<file path="config.mk">
export PLATFORM = sky130hd
export DESIGN_NAME = mem_stage_flat
export DESIGN_NICKNAME = d
export VERILOG_FILES = /design/src/rtl/mem_stage_if.sv /design/src/rtl/mem_stage.sv /design/src/flat_wrapper.sv
export SDC_FILE = /design/constraint.sdc
export NUM_CORES = 1
export LEC_CHECK = 0
export ABC_AREA = 1
export BUFFER_PORTS_ARGS = -buffer_cell sky130_fd_sc_hd__buf_4
export CAP_MARGIN = 20
export CORE_MARGIN = 10
export CORE_UTILIZATION = 41
export CTS_BUF_LIST = sky130_fd_sc_hd__clkbuf_4 sky130_fd_sc_hd__clkbuf_8
export DETAILED_ROUTE_END_ITERATION = 6
export GPL_TIMING_DRIVEN = 1
export HOLD_SLACK_MARGIN = 0.12
export PLACE_DENSITY = 0.81
export SLEW_MARGIN = 30
export SYNTH_ARGS = -nofsm -noshare
export SYNTH_HDL_FRONTEND = slang
export SYNTH_SLANG_ARGS = --single-unit
</file>
<file path="constraint.sdc">
create_clock -name clk -period 1.97 [get_ports clk]
set_input_delay 0.0985 -clock clk [delete_from_list [all_inputs] [get_ports clk]]
set_output_delay 0.0985 -clock clk [all_outputs]
set_load 0.005 [all_outputs]
</file>
<file path="src/rtl/mem_stage_if.sv">
// D-cache request/response bus between the memory stage (master) and the data cache (slave).
interface mem_stage_if #(
    parameter int BIT_W = 32
);
    logic             mem_cen;
    logic             mem_wen;
    logic [BIT_W-3:0] mem_addr;
    logic [BIT_W-1:0] mem_wdata;
    logic [BIT_W-1:0] mem_rdata;
    logic             mem_stall;

    modport master (
        output mem_cen, mem_wen, mem_addr, mem_wdata,
        input  mem_rdata, mem_stall
    );

    modport slave (
        input  mem_cen, mem_wen, mem_addr, mem_wdata,
        output mem_rdata, mem_stall
    );
endinterface

</file>
<file path="src/rtl/mem_stage.sv">
// Memory pipeline stage: D-cache handshake, stall request, writeback select and MEM/WB register.
//  state | meaning
//  IDLE  | no access outstanding; a new access is issued combinationally
//  WAIT  | access issued, cache busy; keep requesting until it completes
//  HOLD  | access completed while the pipeline was stalled; data parked in hold_buf
module mem_stage #(
    parameter int BIT_W = 32
) (
    input  logic             clk,
    input  logic             rst_n,
    input  logic [BIT_W-1:0] alu_result_in,
    input  logic [BIT_W-1:0] mem_wdata_in,
    input  logic [4:0]       rd_in,
    input  logic [BIT_W-1:0] PC_step_in,
    input  logic             memrd_in,
    input  logic             memwr_in,
    input  logic             mem2reg_in,
    input  logic             regwr_in,
    input  logic             jump_in,
    input  logic             mul_ppl_in,
    input  logic [BIT_W-1:0] mul_result_in,
    input  logic             stall_in,
    mem_stage_if.master      dmem,
    output logic             mem_busy,
    output logic [4:0]       fwd_rd,
    output logic             fwd_regwr,
    output logic             fwd_load,
    output logic [BIT_W-1:0] fwd_dat,
    output logic [4:0]       wb_rd,
    output logic             wb_regwr,
    output logic [BIT_W-1:0] wb_data
);

    localparam logic [1:0] S_IDLE = 2'd0;
    localparam logic [1:0] S_WAIT = 2'd1;
    localparam logic [1:0] S_HOLD = 2'd2;

    logic [1:0]       state;
    logic [1:0]       state_nxt;
    logic             access;
    logic             advance;
    logic             complete;
    logic             cen;
    logic             wen;
    logic [BIT_W-1:0] hold_buf;
    logic [BIT_W-1:0] load_data;
    logic [BIT_W-1:0] wb_next;

    assign access = memrd_in | memwr_in;

    always_comb begin
        cen = 1'b0;
        wen = 1'b0;
        case (state)
            S_IDLE: begin
                cen = access;
                wen = memwr_in;
            end
            S_WAIT: begin
                cen = 1'b1;
                wen = memwr_in;
            end
            default: begin
                cen = 1'b0;
                wen = 1'b0;
            end
        endcase
    end

    assign dmem.mem_cen   = cen;
    assign dmem.mem_wen   = wen;
    assign dmem.mem_addr  = alu_result_in[BIT_W-1:2];
    assign dmem.mem_wdata = mem_wdata_in;

    assign mem_busy = (state != S_HOLD) & access & dmem.mem_stall;
    assign advance  = ~stall_in & ~mem_busy;
    assign complete = cen & ~dmem.mem_stall;

    always_comb begin
        state_nxt = state;
        case (state)
            S_IDLE: begin
                if (complete && stall_in)
                    state_nxt = S_HOLD;
                else if (access && dmem.mem_stall)
                    state_nxt = S_WAIT;
            end
            S_WAIT: begin
                if (complete)
                    state_nxt = stall_in ? S_HOLD : S_IDLE;
            end
            S_HOLD: begin
                if (!stall_in)
                    state_nxt = S_IDLE;
            end
            default: state_nxt = S_IDLE;
        endcase
    end

    always_ff @(posedge clk or posedge rst_n) begin
        if (rst_n) begin
            state    <= S_IDLE;
            hold_buf <= '0;
        end else begin
            state <= state_nxt;
            if (state != S_HOLD && state_nxt == S_HOLD)
                hold_buf <= dmem.mem_rdata;
        end
    end

    // Once parked, the cache bus may carry unrelated data, so loads read the buffer.
    assign load_data = (state == S_HOLD) ? hold_buf : dmem.mem_rdata;

    always_comb begin
        if (mem2reg_in)
            wb_next = load_data;
        else if (mul_ppl_in)
            wb_next = mul_result_in;
        else if (jump_in)
            wb_next = PC_step_in;
        else
            wb_next = alu_result_in;
    end

    always_ff @(posedge clk or posedge rst_n) begin
        if (rst_n) begin
            wb_rd    <= '0;
            wb_regwr <= 1'b0;
            wb_data  <= '0;
        end else if (advance) begin
            wb_rd    <= rd_in;
            wb_regwr <= regwr_in;
            wb_data  <= wb_next;
        end
    end

    assign fwd_rd    = rd_in;
    assign fwd_regwr = regwr_in;
    assign fwd_load  = mem2reg_in;
    assign fwd_dat   = jump_in    ? PC_step_in :
                       mul_ppl_in ? mul_result_in : alu_result_in;

endmodule

</file>
<file path="src/flat_wrapper.sv">
// flat-port wrapper written by rule: the top's interface ports become plain ports
module mem_stage_flat 
#(
    parameter int BIT_W = 32
)
  (clk, rst_n, alu_result_in, mem_wdata_in, rd_in, PC_step_in, memrd_in, memwr_in, mem2reg_in, regwr_in, jump_in, mul_ppl_in, mul_result_in, stall_in, mem_busy, fwd_rd, fwd_regwr, fwd_load, fwd_dat, wb_rd, wb_regwr, wb_data, dmem_mem_cen, dmem_mem_wen, dmem_mem_addr, dmem_mem_wdata, dmem_mem_rdata, dmem_mem_stall);
  mem_stage_if #(.BIT_W(BIT_W)) dmem_i ();
  input  logic clk;
  input  logic rst_n;
  input  logic [BIT_W-1:0] alu_result_in;
  input  logic [BIT_W-1:0] mem_wdata_in;
  input  logic [4:0] rd_in;
  input  logic [BIT_W-1:0] PC_step_in;
  input  logic memrd_in;
  input  logic memwr_in;
  input  logic mem2reg_in;
  input  logic regwr_in;
  input  logic jump_in;
  input  logic mul_ppl_in;
  input  logic [BIT_W-1:0] mul_result_in;
  input  logic stall_in;
  output logic mem_busy;
  output logic [4:0] fwd_rd;
  output logic fwd_regwr;
  output logic fwd_load;
  output logic [BIT_W-1:0] fwd_dat;
  output logic [4:0] wb_rd;
  output logic wb_regwr;
  output logic [BIT_W-1:0] wb_data;
  output wire logic [$bits(dmem_i.mem_cen)-1:0] dmem_mem_cen;
  output wire logic [$bits(dmem_i.mem_wen)-1:0] dmem_mem_wen;
  output wire logic [$bits(dmem_i.mem_addr)-1:0] dmem_mem_addr;
  output wire logic [$bits(dmem_i.mem_wdata)-1:0] dmem_mem_wdata;
  input wire logic [$bits(dmem_i.mem_rdata)-1:0] dmem_mem_rdata;
  input wire logic [$bits(dmem_i.mem_stall)-1:0] dmem_mem_stall;
  assign dmem_mem_cen = dmem_i.mem_cen;
  assign dmem_mem_wen = dmem_i.mem_wen;
  assign dmem_mem_addr = dmem_i.mem_addr;
  assign dmem_mem_wdata = dmem_i.mem_wdata;
  assign dmem_i.mem_rdata = dmem_mem_rdata;
  assign dmem_i.mem_stall = dmem_mem_stall;
  mem_stage #(.BIT_W(BIT_W)) u_core (.clk(clk), .rst_n(rst_n), .alu_result_in(alu_result_in), .mem_wdata_in(mem_wdata_in), .rd_in(rd_in), .PC_step_in(PC_step_in), .memrd_in(memrd_in), .memwr_in(memwr_in), .mem2reg_in(mem2reg_in), .regwr_in(regwr_in), .jump_in(jump_in), .mul_ppl_in(mul_ppl_in), .mul_result_in(mul_result_in), .stall_in(stall_in), .dmem(dmem_i), .mem_busy(mem_busy), .fwd_rd(fwd_rd), .fwd_regwr(fwd_regwr), .fwd_load(fwd_load), .fwd_dat(fwd_dat), .wb_rd(wb_rd), .wb_regwr(wb_regwr), .wb_data(wb_data));
endmodule
</file>
==> results of run 1 <==
-- sequential cells by signal (all words and copies together) (netlist names) --
name             count
u_core.wb_data      32
u_core.wb_regwr      1
u_core.state         2
u_core.wb_rd         5
u_core.hold_buf     32
-- per-layer routing --
layer	up-vias	part of all wire, %
li1	2924	-
met1	2723	42
met2	258	47
met3	26	8.4
met4	0	1.7
met5	-	0
-- critical path, delay by kind of cell, from the launching register on --
family	cells	cell delay [ps]
and+or+nand+nor	6	530
DFF	1	360
buffers and inverters	2	500
-- area by class of cell --
class	instances	area, sq um
Fill cell	1162	5340
Multi-Input combinational cell	571	2417
Timing Repair Buffer	302	2395
Sequential cell	72	1802
Inverter	78	292.8
Tap cell	172	215.2
Clock buffer	13	166.4
Clock inverter	3	40.04
Antenna cell	1	2.502
-- worst max path at each step --
stage	to	slack [ps]	cells after the start	from
6_report	u_core.wb_data[7]	470	8	u_core.state[0]
2_1_floorplan	u_core.hold_buf[0]	50	1	rst_n
3_3_place_gp	u_core.wb_data[28]	460	8	jump_in
4_1_cts	u_core.wb_data[5]	450	7	u_core.state[0]
5_1_grt	u_core.wb_data[20]	290	7	u_core.state[0]
3_5_place_dp	u_core.wb_data[28]	440	8	jump_in
-- Yosys cell counts --
cell / instances
buf_1: 3
buf_2: 32
buf_4: 77
buf_6: 5
clkbuf_1: 4
dfrtp_1: 72
inv_1: 74
inv_2: 4
nand2_1: 372
nand2_2: 2
nand3_1: 156
nand3_2: 1
nand4_1: 1
nor2_1: 3
nor2_8: 1
o211ai_1: 2
o21ai_0: 33
-- kinds of logic (layout without fill, tap and decap cells) --
logic type | after synthesis | count (layout)
AOI/OAI and AO/OA | 35 | 35
and+or+nand+nor | 536 | 536
DFF | 72 | 72
other | 0 | 1
buffers and inverters | 199 | 396
-- layout by cell type, fill, tap and decap left out, types with 2 or more instances in the layout --
master	netlist	layout
buf_4	77	259
o21ai_0	33	33
inv_1	74	73
clkbuf_8	0	11
nand2_2	2	2
clkinv_2	0	2
nand3_1	156	156
nor2_1	3	3
inv_2	4	5
nand2_1	372	372
clkbuf_4	0	2
dlygate4sd3_1	0	41
o211ai_1	2	2
dfrtp_1	72	72
buf_12	0	2
-- through the flow --
step	std cells	setup WS [ps]	instance area, sq um	utilization (%)	power [mW]
final	1212	466.7	7331	57.86	4.788
after global routing	1212	292.1	7331	57.86	5.113
after CTS	1211	454.0	7328	57.84	4.833
after detailed placement	1154	444.8	6711	52.97	3.536
after global placement	1154	458.8	6711	52.97	3.502
after floorplan	842	46.58	5333	-	2.796
-- power groups by stage --
stage,Combinational (mW),Sequential [mW],Clock (mW)
global placement,1.58,1.93,0
detailed placement,1.60,1.93,0
finish,1.66,1.91,1.22
CTS,1.68,1.91,1.25
floorplan,0.877,1.92,0
global route,1.86,1.94,1.31
==> results by group, run 1 <==
GRT
  • Total GRT Usage: between 20 and 25%
  • Vias in the first global route: between 5000 and 6000
  • Grt peak-use layer: met2
  • Pin count of the biggest net entering global routing: 66
  • First-pass GRT wire length: 30580 um
  • GRT met3 Usage: 5.153%
  • Initial antenna violation count: 1
  • Global route total overflow: 0
  • GR Util met2: 34.83%
  • Met1 Usage GRT: 25.74%

Final layout
  • Share of cells above drive strength 1: 27.53%
  • Count of nets after finishing: roughly 1200
  • Layout area overhead: 37.47%

Floorplan
  • Die Y: between 100 and 150 um
  • Die width: 134.0 um
  • Core Rows: 41
  • Starting density of the core: 42.09%
  • Die area: ~18000 sq um
  • IO Pins: around 320
  • Core box area: 12670 sq um

Yosys
  • Yosys top cell area share: 33.79%
  • Yosys cell types: 17
  • Ranking of synthesized cells by area: dfrtp_1 (34%), nand2_1 (26%), nand3_1 (15%), buf_4 (11%), inv_1 (5.2%)
  • Post-synthesis mux area share: 0%
  • Synth Area in Adders: 0%
  • Synth Area in Compound Gates: roughly 3.4%
  • Cells after Synth: ~840
  • Post-synthesis sequential area ratio: approximately 34%
  • Syn avg cell area: 6.333 sq um
  • Simple-gate share of the synthesized area: 41.95%
  • Synth Area in XOR/XNOR: 0%
  • Syn nets: ~1000
  • Largest area contributor in the netlist: dfrtp_1
  • Post-synthesis register bit count: 72
  • Synth Cell Area: 5333 sq um
  • Largest family of logic cells by synthesized area: simple AND/OR/NAND/NOR gates
  • YS warnings: 0

Route
  • Post-route ant nets: 0
  • WL final: slightly below 20000 um
  • DR pass1 iterations: 5
  • Wirelength per Cell: 16.14 um
  • First-iteration detailed-routing DRC count: 410
  • DRC violations left: 0
  • Total number of vias: 5931
  • Vias per inst: 4.894

STA
  • # setup viols final: 0
  • Slew margin rel.: between 50% and 60%
  • Clock skew: between 4 and 5 ps
  • Fin crit period: 1503 ps
  • RSZ-0062 raised after global routing: no
  • Final hold vios: 0
  • Crit share post-route: 76.31%
  • F_max: 665.2 MHz
  • Hold Slack: 154.9 ps
  • Slew @ Worst Pin: 710.2 ps
  • Setup TNS: 0 ps
  • Max Slew Vio Count: 0

Critical path
  • Crit path max fanout: 32
  • R2R Path End: u_core.wb_data[7]
  • Critical Path, Cell by Cell: inv_1, nand2_2, inv_2, nand2_1, nand3_1, nand2_1, nand2_1, nand2_1
  • Worst Path Required: 2210 ps
  • Reg2reg path depth: 8
  • R2R Path Start: u_core.state[0]
  • Most frequent CP cell: nand2_1
  • Crit Path Category: reg2reg
  • CP max-delay cell: inv_2
  • Worst setup EP type: flip-flop
  • R2R Setup Slk: around 470 ps
  • Element type at the critical path start: flip-flop
  • Crit path DAT: 1740 ps
  • Critical path's largest stage delay: 430 ps

Min path
  • Hold EP: u_core.state[0]
  • Hold path startpoint: memrd_in
  • Hold Path Class: in2reg
  • Hold depth: 5

Power
  • Switch share: between 30% and 40%
  • Internal Power: around 3.2 mW
  • Leakage power: 4.216 nW
  • Seq pwr share: 39.9%
  • Combinational power share: 34.6%
  • Net switching power: about 1.5 mW
  • PwrDens: 653.1 nW/um^2
  • Max IR drop VDD: 0.4529 mV
  • Clock Power Share: 25.4%

Status
  • Status: finished, final reports clean

CTS
  • CTS tree: built
  • Worst-skew pair later-pin latency: 350 ps
  • CTS resizes: 0
  • CTS Root Cell: clkbuf_8
  • CTS Buf Count: 9
  • Setup bufs post-CTS: 0
  • Hold buffer count at CTS: 41
  • H-Tree Depth: 3
  • Clk buf depth: 2
  • Reg clk slew, reported paths: 70 ps
  • Clk sink count: 72

Placement
  • Gpl congestion: about 0.84
  • Post-DP HPWL: 14690 um
  • IO Port Bufs: 252

Flow run
  • Max-cap viol count: 0
No activity file was read; power rests on OpenSTA's default activity.
==> run 2, diff against run 1 <==
==> constraint.sdc (replaced) <==
create_clock -name clk -period 1.29 [get_ports clk]
set_input_delay 0.0645 -clock clk [delete_from_list [all_inputs] [get_ports clk]]
set_output_delay 0.0645 -clock clk [all_outputs]
set_load 0.005 [all_outputs]
==> run 2 against run 1 <==
Effect of this change:
- the flow now finishes with violations (setup timing)
- via count increased by 5.4%
- register-to-register slack got worse by 500 ps
- utilization increased by 4.2 points
- routed wire length increased by 9.5%
- maximum frequency increased by 13%
==> results by group, run 2 (synthesis results as in run 1) <==
Placement
  • Post-DP HPWL: 15070 um (+2.6%)
  • IO Port Bufs: 252 (unchanged)
  • DP Area: 6943 sq um (+3.4%)
  • Gpl congestion: 0.8764 (+4.0%)

Route
  • Wirelength per Cell: 17.24 um (+6.8%)
  • Total number of vias: 6254 (+5.4%)
  • WL final: 21420 um (+9.5%)
  • First-iteration detailed-routing DRC count: 702 (+71%)
  • Post-route ant nets: 0 (unchanged)
  • DR pass1 iterations: 5 (unchanged)
  • DRC violations left: 0 (unchanged)
  • Vias per inst: 5.035 (+2.9%)

STA
  • Slew margin rel.: 73.69% (+21 points)
  • Crit share post-route: 102.8% (+26 points)
  • Hold Slack: 129.0 ps (-25.88 ps)
  • # setup viols final: 13 (+13)
  • Max Slew Vio Count: 0 (unchanged)
  • Fin crit period: 1326 ps (-177.6 ps)
  • Setup TNS: -117.1 ps (-117.1 ps)
  • Slew @ Worst Pin: 394.7 ps (-315.5 ps)
  • Final hold vios: 0 (unchanged)
  • F_max: 754.3 MHz (+13%)
  • Clock skew: 10.51 ps (+5.679 ps)
  • RSZ-0062 raised after global routing: yes
  • PnR worst setup slack: -35.78 ps (-502.4 ps)

Critical path
  • Worst Path Required: 1530 ps (-680 ps)
  • Element type at the critical path start: flip-flop
  • Critical path's largest stage delay: 450 ps (+20 ps)
  • Crit Path Category: reg2reg
  • CP delay by family, top: flip-flops
  • R2R Setup Slk: -40 ps (-500 ps)
  • CP Buf/Inv Count: 3 (+1)
  • Worst setup EP type: flip-flop
  • Crit path max fanout: 9 (-72%)
  • Critical Path, Cell by Cell: inv_2, nand4_1, buf_4, clkbuf_16, nand2_2, o21ai_1
  • CP max-delay cell: dfrtp_1
  • Crit path DAT: 1560 ps (-180 ps)

GRT
  • GR Util met2: 34.94% (+0.11 points)
  • Vias in the first global route: 5872 (+2.7%)
  • GRT met3 Usage: 5.302% (+0.15 points)
  • Initial antenna violation count: 0 (-1)
  • Global route total overflow: 0 (unchanged)
  • Met1 Usage GRT: 27.01% (+1.3 points)
  • First-pass GRT wire length: 31410 um (+2.7%)
  • Total GRT Usage: 21.44% (+0.64 points)
  • Pin count of the biggest net entering global routing: 73 (+11%)
  • Grt peak-use layer: met2

Power
  • Combinational power share: 37.4% (+2.8 points)
  • Switch share: 32.59% (+0.46 points)
  • Clock Power Share: 24.4% (-1.0 points)
  • Seq pwr share: 38.2% (-1.7 points)
  • Power Total: 7.656 mW (+60%)
  • Leakage power: 4.455 nW (+5.7%)
  • Max IR drop VDD: 0.5834 mV (+29%)
  • Internal Power: 5.161 mW (+59%)
  • PwrDens: 974.2 nW/um^2 (+49%)
  • Net switching power: 2.495 mW (+62%)

CTS
  • CTS Buf Count: 9 (unchanged)
  • CTS Root Cell: clkbuf_8
  • Clk buf depth: 2 (unchanged)
  • Worst-skew pair later-pin latency: 360 ps (about the same)
  • H-Tree Depth: 3 (unchanged)
  • Reg clk slew, reported paths: 80 ps (about the same)
  • Clk sink count: 72 (unchanged)
  • CTS tree: built

Final layout
  • Layout area overhead: 47.37%
  • Top Registers: u_core.hold_buf x32, u_core.wb_data x32, u_core.wb_rd x5
  • Count of nets after finishing: 1239 (+2.5%)
  • Filler Cell Count: 1073 (-7.7%)
  • Core Util, Final: 62.02% (+4.2 points)
  • Design Area, Final: 7859 sq um (+7.2%)
  • Most frequent cells in the layout: nand2_1 (365), buf_4 (266), nand3_1 (154)
  • Commonest non-fill, non-tap cell in the layout: nand2_1
  • Share of cells above drive strength 1: 30.50% (+3.0 points)

Floorplan
  • Die area: 17970 sq um (unchanged)
  • Die width: 134.0 um (unchanged)
  • IO Pins: 317 (unchanged)
  • Starting density of the core: 42.09% (unchanged)
  • Core box area: 12670 sq um (unchanged)
  • Core Rows: 41 (unchanged)
  • Die Y: 134.0 um (unchanged)

Min path
  • Hold Path Class: in2out

Flow run
  • Max-cap viol count: 0 (unchanged)

Status
  • Status: finished, violations left
  • Failing checks: setup timing
## run 2: routing by layer
metal / wire length [um] / vias up / share of wire (%)
met5: 0 / - / 0
met3: 1974 / 57 / 9.2
met1: 8611 / 2838 / 40
met2: 10210 / 365 / 48
met4: 623 / 0 / 2.9
li1: - / 2994 / -
## run 2: worst register-to-register path, stage by stage (launching register included)
cell and delay [ps]:
dfrtp_1 450, inv_2 80, nand4_1 140, buf_4 190
clkbuf_16 170, nand2_2 90, o21ai_1 80
## run 2: cell type report
type | count | area (sq um) | share of cell area (%)
Clock buffer | 13 | 166.4 | 2.118
Clock inverter | 3 | 40.04 | 0.5095
Sequential cell | 72 | 1802 | 22.93
Tap cell | 172 | 215.2 | 2.738
Antenna cell | 1 | 2.502 | 0.03184
Inverter | 78 | 309.0 | 3.932
Multi-Input combinational cell | 571 | 2470 | 31.43
Timing Repair Buffer | 332 | 2854 | 36.32
## run 2: power by group through the flow
stage / combinational [mW] / clock (mW) / sequential [mW]
after floorplan: 1.34 / 0 / 2.93
after global placement: 2.52 / 0 / 2.94
after detailed placement: 2.56 / 0 / 2.94
after CTS: 2.68 / 1.90 / 2.91
after global routing: 3.16 / 1.99 / 2.97
final: 2.86 / 1.87 / 2.92
## run 2: per-stage QoR
step,worst slack [ps],std cells
final,-35.78,1242
after global routing,-70.62,1241
after CTS,9.198,1230
after floorplan,104.5,842
after global placement,105.4,1171
after detailed placement,40.54,1171
## run 2: path summary, 6_finish.rpt
| kind | start | endpoint | cells after the start |
|---|---|---|---|
| max in group asynchronous | rst_n | u_core.hold_buf[26] | 4 |
| worst min-delay path | mem_wdata_in[12] | dmem_mem_wdata[12] | 0 |
| worst max register to register | u_core.state[1] | u_core.hold_buf[20] | 6 |
| worst max-delay path | u_core.state[1] | u_core.hold_buf[20] | 6 |
| worst min register to register | u_core.wb_data[10] | u_core.wb_data[10] | 2 |
| min in group asynchronous | rst_n | u_core.wb_regwr | 4 |
## run 2: timing repair
action,in CTS,in global routing
setup buffers,0,3
resized for setup,0,35
hold buffers,43,1
endpoints found under the setup margin,0,69
endpoints found under the hold margin,117,1
==> run 3, diff against run 2 <==
--- a/config.mk
+++ b/config.mk
@@ -15,6 +15,7 @@
 export GPL_TIMING_DRIVEN = 1
 export HOLD_SLACK_MARGIN = 0.12
 export PLACE_DENSITY = 0.81
+export SKIP_LAST_GASP = 1
 export SLEW_MARGIN = 30
 export SYNTH_ARGS = -nofsm -noshare
 export SYNTH_HDL_FRONTEND = slang
==> run 3 against run 2 <==
Effect of this change:
- the run still ends with setup timing left
- sequential share of layout area unchanged
- clock power is essentially flat
- cell area unchanged
- maximum frequency is 2.8% lower
- combinational power is essentially flat
- via count down 0.16%
- largest cell class unchanged
- cell count stayed put
- flip-flop and latch count unchanged
- register-to-register slack got worse by 40 ps
- hold slack unchanged
- largest power group unchanged
- utilization unchanged
==> results by group, run 3 (synthesis results as in run 1) <==
Critical path
  • Worst setup path endpoint: u_core.hold_buf[20]
  • Setup crit start: u_core.state[1]
  • CP delay by family, top: flip-flops
  • Reg2reg path depth: 6 (unchanged)
  • Critical path depth: 6 (unchanged)
  • Critical path's largest stage delay: 450 ps (about the same)
  • R2R Path End: u_core.hold_buf[20]
  • Worst Path Required: 1510 ps (-20 ps)
  • CP max-delay cell: dfrtp_1
  • Crit path DAT: 1590 ps (+30 ps)
  • Crit path max fanout: 9 (unchanged)
  • R2R Setup Slk: -70 ps (-40 ps)
  • Element type at the critical path start: flip-flop
  • Critical Path, Cell by Cell: inv_2, nand4_1, buf_4, clkbuf_16, nand2_2, o21ai_0
  • R2R Path Start: u_core.state[1]
  • Crit Path Category: reg2reg
  • CP Buf/Inv Count: 3 (unchanged)
  • Worst setup EP type: flip-flop

STA
  • Clock skew: 10.79 ps (+0.2788 ps)
  • Slew margin rel.: 73.48% (-0.21 points)
  • F_max: 733.5 MHz (-2.8%)
  • Final hold vios: 0 (unchanged)
  • PnR worst setup slack: -73.32 ps (-37.53 ps)
  • Max Slew Vio Count: 0 (unchanged)
  • Crit share post-route: 105.7% (+2.9 points)
  • # setup viols final: 13 (unchanged)
  • Setup TNS: -167.0 ps (-49.95 ps)
  • Slew @ Worst Pin: 397.9 ps (+3.190 ps)
  • RSZ-0062 raised after global routing: yes
  • Fin crit period: 1363 ps (+37.53 ps)

Placement
  • Gpl congestion: 0.8764 (unchanged)
  • Post-placement setup slack: 40.54 ps (unchanged)
  • Post-DP HPWL: 15070 um (unchanged)
  • Placed cells: 1171 (unchanged)
  • DP Area: 6943 sq um (unchanged)
  • IO Port Bufs: 252 (unchanged)

Route
  • Vias per inst: 5.027 (-0.16%)
  • Wirelength per Cell: 17.25 um (about the same)
  • Total number of vias: 6244 (-0.16%)
  • DR pass1 iterations: 5 (unchanged)
  • DRC violations left: 0 (unchanged)
  • Post-route ant nets: 0 (unchanged)
  • WL final: 21420 um (about the same)
  • First-iteration detailed-routing DRC count: 704 (+0.28%)

GRT
  • Initial antenna violation count: 0 (unchanged)
  • Global route total overflow: 0 (unchanged)
  • Total GRT Usage: 21.44% (unchanged)
  • Vias in the first global route: 5872 (unchanged)
  • First-pass GRT wire length: 31410 um (unchanged)
  • Pin count of the biggest net entering global routing: 73 (unchanged)

CTS
  • Clk sink count: 72 (unchanged)
  • Clk buf depth: 2 (unchanged)
  • CTS Buf Count: 9 (unchanged)
  • Worst-skew pair later-pin latency: 360 ps (about the same)
  • Reg clk slew, reported paths: 80 ps (about the same)
  • CTS tree: built
  • CTS Root Cell: clkbuf_8
  • H-Tree Depth: 3 (unchanged)

Floorplan
  • Die Y: 134.0 um (unchanged)
  • Die width: 134.0 um (unchanged)
  • Core box area: 12670 sq um (unchanged)
  • IO Pins: 317 (unchanged)
  • Die area: 17970 sq um (unchanged)
  • Starting density of the core: 42.09% (unchanged)
  • Core Rows: 41 (unchanged)

Final layout
  • Layout area overhead: 47.37% (unchanged)
  • Design Area, Final: 7859 sq um (unchanged)
  • Share of cells above drive strength 1: 30.50% (unchanged)
  • Most frequent cells in the layout: nand2_1 (365), buf_4 (266), nand3_1 (154)
  • Filler Cell Count: 1073 (unchanged)
  • Count of nets after finishing: 1239 (unchanged)
  • Top Registers: u_core.hold_buf x32, u_core.wb_data x32, u_core.wb_rd x5
  • Commonest non-fill, non-tap cell in the layout: nand2_1
  • Post-Layout Cell Count: 1242 (unchanged)

Power
  • PwrDens: 974.6 nW/um^2 (about the same)
  • Max IR drop VDD: 0.5834 mV (about the same)
  • Leakage power: 4.455 nW (about the same)

Status
  • Failing checks: setup timing
  • Status: finished, violations left

Flow run
  • Max-cap viol count: 0 (unchanged)

Min path
  • Hold path startpoint: mem_wdata_in[12]
  • Hold Path Class: in2out
-- run 3: power by group --
| part | total (mW) | switching, mW | internal [mW] |
|---|---|---|---|
| Combinational | 2.86 | 1.42 | 1.44 |
| Clock | 1.87 | 0.837 | 1.04 |
| Sequential | 2.92 | 0.242 | 2.68 |
| Total | 7.66 | 2.50 | 5.16 |
-- run 3: layer usage --
metal / share of wire (%) / track usage, % / up-vias / wire (um)
met5: 0 / 0 / - / 0
met1: 41 / 27.01 / 2830 / 8681
li1: - / - / 2992 / -
met2: 47 / 34.94 / 361 / 10150
met3: 9.0 / 5.302 / 61 / 1932
met4: 3.0 / 7.376 / 0 / 653
-- run 3: metrics by stage --
step           power (mW)  util [%]  hold slack [ps]
6_report            7.659     62.02            129.0
5_1_grt             8.116     62.00            129.0
4_1_cts             7.489     59.82            75.62
3_5_place_dp        5.502     54.79            129.0
3_3_place_gp        5.451     54.79            129.0
2_1_floorplan       4.271         -            174.1
-- run 3: area by class of cell --
cell class / count / area, sq um / area share (%)
diodes: 1 / 2.502 / 0.03184
clock buffers: 13 / 166.4 / 2.118
clock inverters: 3 / 40.04 / 0.5095
inverters: 78 / 309.0 / 3.932
multi-input cells: 571 / 2470 / 31.43
flip-flops and latches: 72 / 1802 / 22.93
well taps: 172 / 215.2 / 2.738
repair buffers: 332 / 2854 / 36.32
-- run 3: how the worst min path moves through the flow --
| stage | to | slack (ps) | cells after the start |
|---|---|---|---|
| floorplan | u_core.wb_rd[0] | 170 | 2 |
| global placement | dmem_mem_wdata[15] | 130 | 0 |
| detailed placement | dmem_mem_wdata[15] | 130 | 0 |
| CTS | u_core.state[0] | 80 | 5 |
| global route | dmem_mem_wdata[12] | 130 | 0 |
| finish | dmem_mem_wdata[12] | 130 | 0 |
-- run 3: repair_timing --
action,4_1_cts,5_1_grt
setup buffers,0,3
endpoints found under the hold margin,117,1
setup endpoints to repair,0,69
gates resized for setup,0,34
hold buffers,43,1
